$ cat config.mk
export PLATFORM = sky130hd
export DESIGN_NAME = td4_prog_loader
export DESIGN_NICKNAME = d
export VERILOG_FILES = /design/src/rtl/td4_pkg.sv /design/src/rtl/td4_prog_ram.sv /design/src/rtl/td4_prog_loader.sv
export SDC_FILE = /design/constraint.sdc
export NUM_CORES = 1
export LEC_CHECK = 0
export CORE_UTILIZATION = 25
export DETAILED_ROUTE_END_ITERATION = 7
export DONT_BUFFER_PORTS = 1
export PLACE_DENSITY = 0.49
export SETUP_SLACK_MARGIN = 0.1
export SYNTH_ARGS = -nofsm -noshare
export SYNTH_HDL_FRONTEND = slang
export SYNTH_SLANG_ARGS = --single-unit
$ cat constraint.sdc
create_clock -name clk -period 2.76 [get_ports clk]
set_clock_uncertainty 0.15 [all_clocks]
set_input_delay 0.276 -clock clk [delete_from_list [all_inputs] [get_ports clk]]
set_output_delay 0.276 -clock clk [all_outputs]
set_load 0.005 [all_outputs]
$ cat src/rtl/td4_pkg.sv
// rtl/td4_pkg.sv - shared TD4 widths, loader state encoding and opcode constants
package td4_pkg;

  localparam int ADDR_W = 4;
  localparam int DATA_W = 8;
  localparam int DEPTH  = 16;

  typedef enum logic [1:0] {
    IDLE  = 2'd0,
    LOAD  = 2'd1,
    CHECK = 2'd2,
    FAIL  = 2'd3
  } loader_state_t;

  // Upper nibble of a TD4 instruction; the lower nibble is the immediate.
  localparam logic [3:0] ADD_A  = 4'b0000;
  localparam logic [3:0] MOV_AB = 4'b0001;
  localparam logic [3:0] IN_A   = 4'b0010;
  localparam logic [3:0] MOV_A  = 4'b0011;
  localparam logic [3:0] MOV_BA = 4'b0100;
  localparam logic [3:0] ADD_B  = 4'b0101;
  localparam logic [3:0] IN_B   = 4'b0110;
  localparam logic [3:0] MOV_B  = 4'b0111;
  localparam logic [3:0] OUT_B  = 4'b1001;
  localparam logic [3:0] OUT_IM = 4'b1011;
  localparam logic [3:0] JNC    = 4'b1110;
  localparam logic [3:0] JMP    = 4'b1111;

endpackage

$ cat src/rtl/td4_prog_ram.sv
// rtl/td4_prog_ram.sv - 16x8 program register array, one sync write, one comb read
module td4_prog_ram #(
  parameter int DEPTH  = 16,
  parameter int DATA_W = 8,
  parameter int ADDR_W = 4
) (
  input  logic              clk,
  input  logic              n_reset,
  input  logic              we,
  input  logic [ADDR_W-1:0] waddr,
  input  logic [DATA_W-1:0] wdata,
  input  logic [ADDR_W-1:0] raddr,
  output logic [DATA_W-1:0] rdata
);

  logic [DATA_W-1:0] mem [DEPTH];

  // Cleared words decode as ADD A,0 so a freshly reset CPU just spins.
  always_ff @(posedge clk or negedge n_reset) begin
    if (!n_reset) begin
      for (int i = 0; i < DEPTH; i++) mem[i] <= '0;
    end else if (we) begin
      mem[waddr] <= wdata;
    end
  end

  assign rdata = mem[raddr];

endmodule

$ cat src/rtl/td4_prog_loader.sv
// rtl/td4_prog_loader.sv - streams a 16-byte program plus checksum into the TD4 store
module td4_prog_loader
  import td4_pkg::*;
#(
  parameter int DEPTH  = td4_pkg::DEPTH,
  parameter int DATA_W = td4_pkg::DATA_W
) (
  input  logic              clk,
  input  logic              n_reset,
  input  logic              load_start,
  input  logic              in_valid,
  input  logic [DATA_W-1:0] in_data,
  output logic              in_ready,
  input  logic [ADDR_W-1:0] address,
  output logic [DATA_W-1:0] data,
  output logic              cpu_hold,
  output logic              load_done,
  output logic              load_error
);

  loader_state_t     state, state_next;
  logic [ADDR_W-1:0] wr_addr, wr_addr_next;
  logic [DATA_W-1:0] sum, sum_next;
  logic              done_next, error_next;
  logic              we;
  logic              accept;

  always_ff @(posedge clk or negedge n_reset) begin
    if (!n_reset) begin
      state      <= IDLE;
      wr_addr    <= '0;
      sum        <= '0;
      load_done  <= 1'b0;
      load_error <= 1'b0;
    end else begin
      state      <= state_next;
      wr_addr    <= wr_addr_next;
      sum        <= sum_next;
      load_done  <= done_next;
      load_error <= error_next;
    end
  end

  assign in_ready = (state == LOAD) || (state == CHECK);
  assign cpu_hold = (state != IDLE);
  assign accept   = in_valid && in_ready;

  always_comb begin
    state_next   = state;
    wr_addr_next = wr_addr;
    sum_next     = sum;
    done_next    = load_done;
    error_next   = load_error;
    we           = 1'b0;
    // A restart wins over any byte arriving in the same cycle.
    if (load_start) begin
      state_next   = LOAD;
      wr_addr_next = '0;
      sum_next     = '0;
      done_next    = 1'b0;
      error_next   = 1'b0;
    end else begin
      case (state)
        LOAD: begin
          if (accept) begin
            we           = 1'b1;
            sum_next     = sum + in_data;
            wr_addr_next = wr_addr + 1'b1;
            if (wr_addr == ADDR_W'(DEPTH - 1)) state_next = CHECK;
          end
        end
        CHECK: begin
          if (accept) begin
            if (in_data == sum) begin
              state_next = IDLE;
              done_next  = 1'b1;
            end else begin
              state_next = FAIL;
              error_next = 1'b1;
            end
          end
        end
        default: ;
      endcase
    end
  end

  td4_prog_ram #(
    .DEPTH  (DEPTH),
    .DATA_W (DATA_W),
    .ADDR_W (ADDR_W)
  ) u_ram (
    .clk     (clk),
    .n_reset (n_reset),
    .we      (we),
    .waddr   (wr_addr),
    .wdata   (in_data),
    .raddr   (address),
    .rdata   (data)
  );

endmodule

---- Word-level counts from Yosys, hierarchy flattened ----
Cells that the tools add are included.
Widths: inputs -> output; s select.
storage, ports and cells
  bits in read-only memories .............. 0
  latch bits .............................. 0
  logic and storage cells ................. 78
  input bits .............................. 16
  bits in writable memories ............... 0
  memories ................................ 0
  register bits ........................... 144
operators by class
  $lt $le $gt $ge ......................... 3
  muxes and demuxes ....................... 29
  reduce and logical (&&, ||, !) cells .... 13
  equality and inequality tests ........... 8
  add/subtract/negate cells ............... 2
  shift-type cells ........................ 0
  bitwise gates (word level) .............. 2
  divide/modulo/power cells ............... 0
  $mul .................................... 0
operator list
  cell                 number
  $bwmux 128           1
  $mux 8               6
  $bmux 8 s4           1
  $demux 8 s4          1
  $mux 4               3
  $mux 1               11
  $ge 5x5->1 const B   2
  $mux 2               5
  $not 4->5            2
  $reduce_bool 2->1    5
  $add 8x8->8          1
  $eq 8x8->1           1
  $ne 3x3->1 const B   2
  $reduce_and 3->1     2
  $lt 5x1->1 const B   1
  $add 4x1->4 const B  1
  $eq 4x4->1 const B   1
  $pmux 2 s2           1
  $reduce_and 4->1     1
  $ne 3x2->1 const B   1
  $reduce_bool 3->1    1
  $eq 2x1->1 const B   1
  $eq 2x2->1 const B   1
  $logic_and 1x1->1    2
  other kinds (3)      3

---- Logic depth before layout (Yosys ltp) ----
  depth after elaboration ................. 6
  depth in mapped cells ................... 7

---- Modules after synthesis ----
A second synthesis with hierarchy kept.
unflattened totals
  cell total of the unflattened synthesis .. 480
  area total of the unflattened synthesis .. 6,864.1 µm²
modules (own cells, without submodules)
  module           sequential area each (µm²)  area an instance (µm²)  cells each  instances
  td4_prog_ram     3,203.1                     5,800.6                 364         1
  td4_prog_loader  400.4                       1,063.5                 116         1

---- Least setup slack after synthesis ----
No wires, ideal clock.
  path kind ............................... reg-to-reg
  from .................................... register sum[1]
  to ...................................... register sum[7]
  slack ................................... 670 ps
  data arrival time ....................... 1,867 ps
  setup time .............................. 74 ps
  cell stages (with the launch flop) ...... 7
  data required time ...................... 2,536 ps
  buffers on the path ..................... 0
  clock period less this slack ............ 2,090 ps
  cell sequence ........................... dfrtp_1 -> ha_1 -> a211oi_2 -> nor3_1 -> or4_4 -> a31o_1 -> a21oi_2
between the ends
  word-level cells in the longest chain between the ends .. 4
RTL lines
  element                   line                   source
  start: declaration        td4_prog_loader.sv:23  logic [DATA_W-1:0] sum, sum_next;
  start signal: assignment  td4_prog_loader.sv:38  sum <= sum_next;
  $add 8x8->8               td4_prog_loader.sv:67  sum_next = sum + in_data;
  $mux 8                    td4_prog_loader.sv:65  if (accept) begin
  $mux 8                    td4_prog_loader.sv:63  case (state)
  $mux 8                    td4_prog_loader.sv:56  if (load_start) begin
No other way between the ends. The select of a mux whose other input is x is not followed.
A chain may end at the register's enable or synchronous reset.

---- Worst setup path after layout ----
  from .................................... register state[1]
  to ...................................... register u_ram.mem[29] (netlist bit)
between the ends
  word-level cells in the longest chain between the ends .. 6
RTL lines
  element                                   line                                          source
  start: declaration                        td4_prog_loader.sv:21                         loader_state_t state, state_next;
  start signal: assignment                  td4_prog_loader.sv:36                         state <= state_next;
  $eq 2x1->1 or $eq 2x2->1 (tied branches)  td4_prog_loader.sv:44, td4_prog_loader.sv:63
  $logic_or 1x1->1                          td4_prog_loader.sv:44                         assign in_ready = (state == LOAD) || (state == CHECK);
  $logic_and 1x1->1                         td4_prog_loader.sv:46                         assign accept = in_valid && in_ready;
  $mux 1                                    td4_prog_loader.sv:65
  $mux 1 (*)                                td4_prog_loader.sv:63
  $mux 1 (*)                                td4_prog_loader.sv:56
  end signal: indexed assignment            td4_prog_ram.sv:23                            mem[waddr] <= wdata;
  end: declaration                          td4_prog_ram.sv:16                            logic [DATA_W-1:0] mem [DEPTH];
Mark *: on every way between the ends. The rest lies on a longest branch, timed or not.

==> summary.txt <==
status: finished, violations left
failing checks: hold timing
Buffers on Ports: 0
Fmax: 423 MHz
worst setup path class: reg -> reg
CP required: 2.92 ns
die footprint: 28,800 sq um
Synth Area in Simple Gates: 0.0540
Avg Cell Area, Syn: 15.1 sq um
largest net degree at the start of global routing: 145
fin nets: 510
WP depth: 6
EDFF count, synth: 0
Clock Tree Root: clkbuf_16
first-pass GRT wire length: 26.4 mm
Crit. End Element: flip-flop
CP Max Fanout: 8
Pins Over Slew Limit: 0
clk buf depth: 2
post-synth cell types: 44
WL/cell: 19.3 um
DP Wirelength: 10.5 mm
number of routed nets with antenna violations: 0
Worst path top cell family by delay: simple AND/OR/NAND/NOR gates
routed vias/inst: 4.62
relative slew slack: 0.493
Post-Synth Adder-Cell Area: 0.0278
worst hold slack: -0.592 ns
post-route DRC violation count: 0
RSZ-0062 raised after global routing: no
Skew-Pair Late Insertion Delay: 0.42 ns
DRT Pass-1 Iters: 5
R2R depth: 6
fin crit period: 2.37 ns
max-cap viol count: 0
Slowest-stage cell, CP: nor2_2
pwr/cell area: 621 nW/um^2
synthesis-stage register bit count: 144
Ant. Diodes: 0
post-synth net total: 495
setup TNS: 0 ns
Boundary Pins: 28
YS warnings: 0
final setup vio count: 0
GP Congestion: 0.760
cts bufs inserted: 17
Post-Syn Area: 7020 sq um
Compound-Gate Fraction of Synth Area: 0.0271
GRT Util Overall: 0.126
Final Hold Vio Count: 144
worst ir drop on vdd: 0.000377 V
H-tree Lvls: 4
final WL: 16.7 mm
Initial Utilization: 0.258
Critical Path AT: 2.52 ns
Synth async-reset ratio: 1.00
commonest register cell after synthesis: dfrtp_1
clk slew on worst S/H paths: 0.06 ns
crit path cell chain: inv_1 > ha_1 > and3b_1 > nand2_1 > nor2_2 > mux2_2
XOR/XNOR Fraction of Synth Area: 0.00749
leakage: 3.86 nW
Die H: 170 um
total grt overflow: 0
placed cell count: 822
FP Rows: 60
Tot Pwr: 0.00510 W
Core ar.: 27,300 sq um
share of cells above drive strength 1: 0.402
Worst setup SP type: flip-flop
Hold Path Class: in -> async
Bufs and invs on worst path: 1
Die Wd: 170 um
Seq/Total Area, Yosys: 0.513
DRT iter0 DRCs: 217
Post-Synthesis Cells: 464
largest family of logic cells by synthesized area: multiplexers
clock tree from TritonCTS: built
final critical-path share of the clock period: 0.857
final non-filler cell total: 864
Sink Count: 144
fin util: 0.301
multiplexer share of the synthesized area: 0.349
vias in the first global route: 4,364
Post-CTS Setup Inserts: 0
Slew @ Worst Pin: 0.758 ns
Layout area overhead: 16.9%
# fillers: 2,662
initial antenna violation count: 0
routed via count: 3,991
Max stage delay on crit path: 0.48 ns
## metrics by stage
stage | hold WS (ns) | cell area [sq um] | setup WS [ns]
finish | -0.592 | 8200 | 0.393
global route | -0.625 | 8200 | 0.226
CTS | -0.608 | 8190 | 0.361
detailed placement | -0.156 | 7440 | 0.373
global placement | -0.157 | 7440 | 0.419
floorplan | -0.170 | 7020 | 0.670
## placed cells by master, fill, tap and decap left out, types with 3 or more instances in the layout
cell type and n:
clkbuf_16 17, ha_1 14, mux2_2 128, nor2_1 9, inv_1 6, mux4_2 12
mux4_1 28, clkbuf_8 4, nand2b_1 4, nand3_1 8, xnor2_1 4, and3_1 3
nand2_1 19, o21ai_0 3, bufinv_16 5, dfrtp_1 144, dlygate4sd3_1 10, nor2_2 12
buf_4 11, clkinvlp_4 3, a21oi_1 12
## logic make-up after synthesis
family | after synthesis
buffers and inverters | 31
xor gates and xnor gates | 6
AOI/OAI and AO/OA | 30
muxes | 168
and+or+nand+nor | 70
adders and majority gates | 15
DFF | 144
## state kept, by name (all words and copies together) (netlist names)
register and cells:
u_ram.mem 128, load_done 1, wr_addr 4, state 2
load_error 1, sum 8
## worst reg2reg max path: cells and delay by family (launching register included)
kind / cells / cell delay (ns)
AND/OR/NAND/NOR: 3 / 0.98
multiplexers: 1 / 0.40
flip-flops: 1 / 0.38
adder cells (fa/ha/maj): 1 / 0.24
buffers and inverters: 1 / 0.10
## layout make-up
cell class / instances / area, sq um / area share
Multi-Input combinational cell: 289 / 3260 / 0.398
Sequential cell: 144 / 3600 / 0.439
Inverter: 6 / 22.5 / 0.00275
Timing Repair Buffer: 21 / 183 / 0.0223
Tap cell: 372 / 465 / 0.0567
Clock buffer: 23 / 488 / 0.0595
Clock inverter: 9 / 178 / 0.0217
## synthesized netlist by cell type (all sizes together) (2+ instances only)
cell	instances	area (sq um)
dfrtp	144	3600
mux2	128	1440
mux4	40	1010
nor2	21	109
nand2	19	71.3
clkbuf	17	63.8
ha	14	175
a21oi	13	68.8
nand3	9	50.1
buf	8	65.1
inv	6	22.5
nand2b	4	25.0
o21ai	4	20.0
xnor2	4	35.0
a211oi	3	27.5
and3	3	18.8
a21o	2	15.0
a31oi	2	12.5
nand3b	2	15.0
nand4	2	12.5
nor3	2	10.0
nor3b	2	15.0
o211ai	2	15.0
or4	2	18.8
xor2	2	17.5
## report_power, final
group,total (W),internal [W],switching [W]
logic,0.000296,0.000164,0.000132
clock network,0.00257,0.00170,0.000869
registers,0.00223,0.00219,0.0000408
total,0.00510,0.00405,0.00104
## path summary, 6_finish.rpt
path	startpoint	to	slack [ns]
hold reg to reg	u_ram.mem[89]	u_ram.mem[89]	0.35
setup reg to reg	state[1]	u_ram.mem[29]	0.39
hold / removal	n_reset	u_ram.mem[122]	-0.59
max in group asynchronous	n_reset	sum[0]	2.87
setup / recovery	state[1]	u_ram.mem[29]	0.39
min in group clk	in_valid	load_done	0.03
## repair_timing
action | CTS | global route
resized for setup | 0 | 0
hold endpoints to repair | 288 | 145
hold buffers | 9 | 1
## layer usage
layer / share of wire / wire (um) / GRT usage / up-vias
met5: 0 / 0 / 0 / -
met4: 0.011 / 182 / 0.0349 / 0
met3: 0.038 / 628 / 0.0354 / 13
met2: 0.49 / 8250 / 0.207 / 59
met1: 0.46 / 7610 / 0.161 / 2128
li1: - / - / - / 1791
Power figures use the tool's default switching activity.
